[src/rtl/noc_packetizer_pkg.sv]
// Shared types and header field geometry for the NoC packetizer.
// NOC_PKT_CHECKSUM_EN (when defined) enables the trailing XOR checksum flit.
package noc_packetizer_pkg;

  localparam int unsigned NOC_DATA_W = 32;
  localparam int unsigned HDR_DEST_W = 8;
  localparam int unsigned HDR_SRC_W  = 8;

  typedef enum logic [1:0] {
    S_IDLE = 2'd0,
    S_HEAD = 2'd1,
    S_BODY = 2'd2,
    S_CSUM = 2'd3
  } pkt_state_e;

  typedef struct packed {
    logic is_header;
    logic is_tail;
  } flit_side_t;

endpackage

[src/rtl/noc_flit_reg.sv]
// Output holding register: a valid/ready slice carrying a flit plus header/tail sideband.
// A flit moves only when both ready and vc_ready are high; valid never depends on either.
module noc_flit_reg
  import noc_packetizer_pkg::*;
#(
  parameter int unsigned DATA_W = NOC_DATA_W
) (
  input  logic              clk,
  input  logic              rst,
  input  logic              load,
  input  logic [DATA_W-1:0] load_flit,
  input  flit_side_t        load_side,
  input  logic              ready,
  input  logic              vc_ready,
  output logic              valid,
  output logic [DATA_W-1:0] flit,
  output flit_side_t        side,
  output logic              xfer_c,
  output logic              slot_free_c
);

  assign xfer_c      = valid && ready && vc_ready;
  assign slot_free_c = !valid || xfer_c;

  // Contents only change on load, so a stalled flit stays put.
  always_ff @(posedge clk) begin
    if (rst) begin
      valid <= 1'b0;
      flit  <= '0;
      side  <= '0;
    end else if (load) begin
      valid <= 1'b1;
      flit  <= load_flit;
      side  <= load_side;
    end else if (xfer_c) begin
      valid <= 1'b0;
    end
  end

endmodule

[src/rtl/noc_packetizer.sv]
// Turns a (dest, len) command plus a payload stream into header/body flits for the NoC.
// Define NOC_PKT_CHECKSUM_EN to append an XOR-of-payload checksum flit carrying the tail.
module noc_packetizer
  import noc_packetizer_pkg::*;
#(
  parameter int unsigned DATA_W = NOC_DATA_W,
  parameter int unsigned LEN_W  = 8,
  parameter logic [HDR_SRC_W-1:0] SRC_ID = 8'h00
) (
  input  logic                  noc_clk,
  input  logic                  rst,
  input  logic                  pkt_valid,
  output logic                  pkt_ready,
  input  logic [HDR_DEST_W-1:0] pkt_dest,
  input  logic [LEN_W-1:0]      pkt_len,
  input  logic                  data_valid,
  output logic                  data_ready,
  input  logic [DATA_W-1:0]     data_word,
  output logic                  Noc_sender_valid,
  input  logic                  Noc_sender_ready,
  input  logic                  Noc_sender_VCready,
  output logic [DATA_W-1:0]     Noc_sender_flit,
  output logic                  Noc_sender_is_header,
  output logic                  Noc_sender_is_tail
);

  pkt_state_e        state_q, state_d;
  logic [LEN_W-1:0]  remaining_q, remaining_d;
  logic              pkt_ready_d;
  logic              data_ready_c;
  logic              load_c;
  logic [DATA_W-1:0] load_flit_c;
  flit_side_t        load_side_c;
  logic [DATA_W-1:0] header_c;
  logic              xfer_c;
  logic              slot_free_c;
  flit_side_t        out_side;
`ifdef NOC_PKT_CHECKSUM_EN
  logic [DATA_W-1:0] csum_q, csum_d;
  logic              csum_sent_q, csum_sent_d;
`endif

  always_comb begin : hdr_build
    header_c = '0;
    header_c[DATA_W-1 -: HDR_DEST_W]            = pkt_dest;
    header_c[DATA_W-HDR_DEST_W-1 -: HDR_SRC_W]  = SRC_ID;
    header_c[LEN_W-1:0]                         = pkt_len;
  end

  // Payload may enter the slot in the same cycle the header drains, so HEAD also accepts data.
  always_comb begin : fsm_next
    state_d      = state_q;
    remaining_d  = remaining_q;
    data_ready_c = 1'b0;
    load_c       = 1'b0;
    load_flit_c  = '0;
    load_side_c  = '0;
`ifdef NOC_PKT_CHECKSUM_EN
    csum_d       = csum_q;
    csum_sent_d  = csum_sent_q;
`endif

    case (state_q)
      S_IDLE: begin
        if (pkt_valid && pkt_ready) begin
          load_c                = 1'b1;
          load_flit_c           = header_c;
          load_side_c.is_header = 1'b1;
`ifdef NOC_PKT_CHECKSUM_EN
          load_side_c.is_tail   = 1'b0;
          csum_d                = '0;
          csum_sent_d           = 1'b0;
`else
          load_side_c.is_tail   = (pkt_len == '0);
`endif
          remaining_d           = pkt_len;
          state_d               = S_HEAD;
        end
      end

      S_HEAD, S_BODY: begin
        data_ready_c = (remaining_q != '0) && slot_free_c && !rst;
        if (data_ready_c && data_valid) begin
          load_c              = 1'b1;
          load_flit_c         = data_word;
          remaining_d         = remaining_q - LEN_W'(1);
`ifdef NOC_PKT_CHECKSUM_EN
          load_side_c.is_tail = 1'b0;
          csum_d              = csum_q ^ data_word;
`else
          load_side_c.is_tail = (remaining_q == LEN_W'(1));
`endif
        end

        if (state_q == S_HEAD) begin
          if (xfer_c) begin
`ifdef NOC_PKT_CHECKSUM_EN
            state_d = (remaining_d == '0) ? S_CSUM : S_BODY;
`else
            state_d = (remaining_q == '0) ? S_IDLE : S_BODY;
`endif
          end
        end else begin
`ifdef NOC_PKT_CHECKSUM_EN
          if (remaining_d == '0) begin
            state_d = S_CSUM;
          end
`else
          if ((remaining_q == '0) && xfer_c) begin
            state_d = S_IDLE;
          end
`endif
        end
      end

`ifdef NOC_PKT_CHECKSUM_EN
      S_CSUM: begin
        if (!csum_sent_q && slot_free_c) begin
          load_c              = 1'b1;
          load_flit_c         = csum_q;
          load_side_c.is_tail = 1'b1;
          csum_sent_d         = 1'b1;
        end else if (csum_sent_q && xfer_c) begin
          state_d = S_IDLE;
        end
      end
`endif

      default: state_d = S_IDLE;
    endcase

    pkt_ready_d = (state_d == S_IDLE);
  end

  always_ff @(posedge noc_clk) begin : state_reg
    if (rst) begin
      state_q     <= S_IDLE;
      remaining_q <= '0;
      pkt_ready   <= 1'b0;
`ifdef NOC_PKT_CHECKSUM_EN
      csum_q      <= '0;
      csum_sent_q <= 1'b0;
`endif
    end else begin
      state_q     <= state_d;
      remaining_q <= remaining_d;
      pkt_ready   <= pkt_ready_d;
`ifdef NOC_PKT_CHECKSUM_EN
      csum_q      <= csum_d;
      csum_sent_q <= csum_sent_d;
`endif
    end
  end

  assign data_ready = data_ready_c;

  noc_flit_reg #(
    .DATA_W (DATA_W)
  ) u_flit_reg (
    .clk         (noc_clk),
    .rst         (rst),
    .load        (load_c),
    .load_flit   (load_flit_c),
    .load_side   (load_side_c),
    .ready       (Noc_sender_ready),
    .vc_ready    (Noc_sender_VCready),
    .valid       (Noc_sender_valid),
    .flit        (Noc_sender_flit),
    .side        (out_side),
    .xfer_c      (xfer_c),
    .slot_free_c (slot_free_c)
  );

  assign Noc_sender_is_header = out_side.is_header;
  assign Noc_sender_is_tail   = out_side.is_tail;

endmodule

[config.mk]
export PLATFORM = sky130hd
export DESIGN_NAME = noc_packetizer
export DESIGN_NICKNAME = d
export VERILOG_FILES = /design/src/rtl/noc_packetizer_pkg.sv /design/src/rtl/noc_flit_reg.sv /design/src/rtl/noc_packetizer.sv
export SDC_FILE = /design/constraint.sdc
export NUM_CORES = 1
export LEC_CHECK = 0
export CORE_MARGIN = 2
export CORE_UTILIZATION = 41
export CTS_BUF_LIST = sky130_fd_sc_hd__clkbuf_8
export DETAILED_ROUTE_END_ITERATION = 10
export HOLD_SLACK_MARGIN = 0.02
export PLACE_DENSITY = 0.78
export RECOVER_POWER = 100
export SLEW_MARGIN = 20
export SYNTH_ARGS = -nofsm -noshare
export SYNTH_HDL_FRONTEND = slang
export SYNTH_HIERARCHICAL = 1
export SYNTH_SLANG_ARGS = --single-unit
export TNS_END_PERCENT = 5
[constraint.sdc]
create_clock -name noc_clk -period 1.98 [get_ports noc_clk]
set_input_delay 0.495 -clock noc_clk [delete_from_list [all_inputs] [get_ports noc_clk]]
set_output_delay 0.495 -clock noc_clk [all_outputs]
set_load 0.02 [all_outputs]
==> results.txt, run 1 <==
* Run status: complete, no violations
- The number of antenna violations at the first check in global routing was 0.
* Slew @ Worst Pin: 0.3589 ns
- GR Util met3: 0.03778
* Count of placed standard cells in the final layout, fillers left out: 450
- In the global route stage, overall resource usage came out at 0.2113.
- Placeable core area: 5816 um2
* Starting DRC count in detailed routing: 95
* Number of vias in the routed layout: 2360
* Most used flip-flop cell after synthesis: sky130_fd_sc_hd__dfxtp_1
- The critical path starts at remaining_q[0].
- Max-slew violation count: 0
* Global-route layer with the greatest usage: met2
* Final global-route overflow total: 0
- Average wire per cell in the routed design: 15.11 um
- Among all stages on the critical path, the largest delay is contributed by sky130_fd_sc_hd__dfxtp_2.
* Largest net degree at the start of global routing: 37
* Highest clock frequency the design can meet: 515.5 MHz
* Setup repair after global routing missed its margin: yes
- Worst r2r path cells: 10
- In this run the most critical hold path is launched from u_flit_reg/flit[16].
- Along the worst hold path, the cell count comes to 2.
- Clock latency on the worst-skew pair: 0.30 ns
* Via-to-Cell Ratio: 5.244
- Number of nets in the layout: 433
* Die Outline Area: 6549 um2
* Element type at the critical path end: output port
* Routed Wire Length: 6801 um
- Startpoint of the most critical register-to-register path: remaining_q[0]
- Critical Path Fanout Max: 3
* First-pass GRT wire length: 10860 um
- Traced cell by cell, the critical path runs through inv_2, ha_4, nor3b_4, and2_4, nor3_4, buf_6.
* Row count: 28
- Number of global-route vias before repair: 2368
- In this run the mean area of a mapped cell was 9.514 um2.
* Async set-or-reset flop fraction in the synthesized netlist: 0
* Placed cell count: 441
- The worst path needs 1.940 ns of the cycle, external delays included.
- Antenna diode count: 0
- Clock sink total: 46
- The root buffer cell chosen for the clock tree is sky130_fd_sc_hd__clkbuf_8.
- For this design the top-level I/O count stands at 91.
- Synth top area cells: sky130_fd_sc_hd__dfxtp_1 38%, sky130_fd_sc_hd__mux2i_1 14%, sky130_fd_sc_hd__nor2_1 6.2%, sky130_fd_sc_hd__a22o_1 5.8%, sky130_fd_sc_hd__and2_1 4.1%
- For this run, the share of the core covered by cells in the final layout is 0.6495.
- Critical path's largest stage delay: 0.33 ns
* Post-CTS clock slew at the launch and capture registers of the worst setup and hold paths: 0.09 ns
* Height of the die: 80.93 um
- Relative slew slack: 0.7607
- Clock tree from TritonCTS: yes
- The number of hold-slack violations in the final timing report is 0.
- Met2 track utilization from global routing: 0.3818
- Part of the Yosys area used for sequential elements: 0.3796
- The Yosys step of the flow raised 6 warnings.
* CTS Hold Bufs: 0
- Buffers inserted during clock tree synthesis total 5.
- P_leak: 1.486 nW
* Share of cells above drive strength 1: 0.1867
- For this configuration, the core starts out at a cell density of 0.4172.
- Before antenna repair, the detailed router went through 4 iterations.
* Top library cells by usage in the layout, fill and taps aside: 86 x sky130_fd_sc_hd__clkdlybuf4s50_1, 44 x sky130_fd_sc_hd__dfxtp_1, 39 x sky130_fd_sc_hd__nor2_1
- Compared with the post-synthesis result, the final layout area differs by 55.70%.
- #FFs+latches synth: 46
* Netlist area before placement: 2426 um2
- Clock H-tree levels: 2
- Counting flops with a built-in enable in the synthesized netlist gives 0.
- Maximum vdd drop: 0.3516 mV
- STA puts the critical path data arrival time at 1.44 ns.
* Die Width: 80.93 um
* Post-route clock skew: 0.006111 ns
- The min-delay analysis places its worst path in the category flop to flop.
- The tool flagged a number of max-cap violations equal to 0.
- Post-detailed-route DRC marker count: 0
- Dividing the final minimum period by the clock period gives 0.9798.
- Nature of the critical path startpoint: flop
- Number of routed nets with antenna violations: 0
- Counting every net in the synthesized netlist gives 314.
- GR Util met1: 0.2538
- Routability-driven placement finished with a final weighted congestion of 0.9016.
- By startpoint and endpoint, the worst setup path is classified as flop to output port.
- Worst Path Required: 1.48 ns
- The HPWL after detailed placement is 5027 um.
* Power per Cell Area: 616.0 nW/um2
- Maximum buffer depth of the clock tree: 2
- Of the post-synthesis cell area, the dominant cell type holds 0.3796.
* Final setup violation count: 0
* Cells after synthesis: 255
- Leaving out fill and tap cells, the most frequent cell in the layout is sky130_fd_sc_hd__clkdlybuf4s50_1.
- After synthesis, the netlist uses 49 different library cells.
- Biggest area consumer among synthesized cells: sky130_fd_sc_hd__dfxtp_1
* Number of buffers inserted by port buffering: 90
-- worst max-delay path: cells and delay by family, from the launching register on --
kind / cells / cell delay (ns)
buf+inv: 2 / 0.21
flops: 1 / 0.33
fa+ha+maj: 1 / 0.14
simple gates: 3 / 0.47
-- path summary, 6_finish.rpt --
kind / end / slack [ns]
worst max register to register: u_flit_reg/flit[0] / 0.09
worst max-delay path: data_ready / 0.04
worst min-delay path: u_flit_reg/flit[16] / 0.50
worst min register to register: u_flit_reg/flit[16] / 0.50
-- layer usage --
| metal | part of all wire | vias up |
|---|---|---|
| met5 | 0 | - |
| met4 | 0.0094 | 0 |
| met3 | 0.054 | 6 |
| met2 | 0.51 | 77 |
| met1 | 0.42 | 1126 |
| li1 | - | 1151 |
-- layout make-up --
| type | instances | area (um2) |
|---|---|---|
| clock buffer | 5 | 68.82 |
| fill | 507 | 2038 |
| inverter | 9 | 33.78 |
| multi-input combinational | 184 | 1400 |
| tap | 75 | 93.84 |
| sequential | 46 | 923.4 |
| clock inverter | 3 | 45.04 |
| timing repair buffer | 128 | 1212 |
-- power breakdown --
group	total [mW]	leakage (nW)	switching [mW]	internal (mW)
sequential	0.974	0.373	0.0214	0.953
clock	0.705	0.0504	0.330	0.376
combinational	0.647	1.06	0.294	0.353
total	2.33	1.49	0.645	1.68
-- logic make-up (layout without fill, tap and decap cells) --
group           count (synthesis)  after routing  synth area share
flops                          46             46            0.3796
simple gates                   91             91            0.2073
fa+ha+maj                       5              5           0.02579
buf+inv                        25            145           0.07220
mux                            35             35            0.1449
compound gates                 53             53            0.1702
-- registers in the layout, indices dropped and copies added, names as in the netlist --
register,cells
pkt_ready,1
remaining_q,8
state_q,2
u_flit_reg/flit,32
u_flit_reg/side,2
u_flit_reg/valid,1
-- repair_timing --
action                     CTS  global route
setup buffers                0             1
pin swaps                    4             1
setup endpoints to repair   42            12
resized for setup           20             4
cloned                       0             0
-- Yosys cell counts, types with 2 or more instances --
master,number
sky130_fd_sc_hd__ha_1,5
sky130_fd_sc_hd__nand2_1,5
sky130_fd_sc_hd__and3_1,5
sky130_fd_sc_hd__a22o_1,16
sky130_fd_sc_hd__a21oi_1,15
sky130_fd_sc_hd__nand2b_1,3
sky130_fd_sc_hd__buf_12,3
sky130_fd_sc_hd__clkbuf_1,2
sky130_fd_sc_hd__nor3_1,3
sky130_fd_sc_hd__inv_1,8
sky130_fd_sc_hd__nor2_1,40
sky130_fd_sc_hd__dfxtp_1,46
sky130_fd_sc_hd__and3b_1,2
sky130_fd_sc_hd__o22ai_1,2
sky130_fd_sc_hd__nand3_1,3
sky130_fd_sc_hd__a2bb2oi_1,2
sky130_fd_sc_hd__clkbuf_2,2
sky130_fd_sc_hd__nor4_1,3
sky130_fd_sc_hd__buf_6,3
sky130_fd_sc_hd__a221oi_2,2
sky130_fd_sc_hd__mux2i_1,34
sky130_fd_sc_hd__o32ai_1,4
sky130_fd_sc_hd__buf_2,6
sky130_fd_sc_hd__and2_1,16
-- through the flow --
step | area [um2] | power [mW] | setup WS [ns] | setup TNS [ns] | hold slack (ns)
floorplan | 2431 | 1.331 | -0.08120 | -2.339 | 0.4654
global placement | 3582 | 1.591 | -0.4376 | -15.72 | 0.4736
detailed placement | 3582 | 1.599 | -0.4420 | -17.00 | 0.4796
CTS | 3744 | 2.331 | 0.002533 | 0 | 0.5035
global route | 3777 | 2.445 | -0.03757 | -0.03757 | 0.5266
finish | 3777 | 2.327 | 0.04002 | 0 | 0.4997
No activity file was read; power rests on OpenSTA's default activity.
==> inputs of run 2 (changes only) <==
Settings changed: CTS_CLUSTER_DIAMETER set to 100.
==> results of run 2 <==
Same layout as run 1: the final DEF is identical, and so are final timing and power.
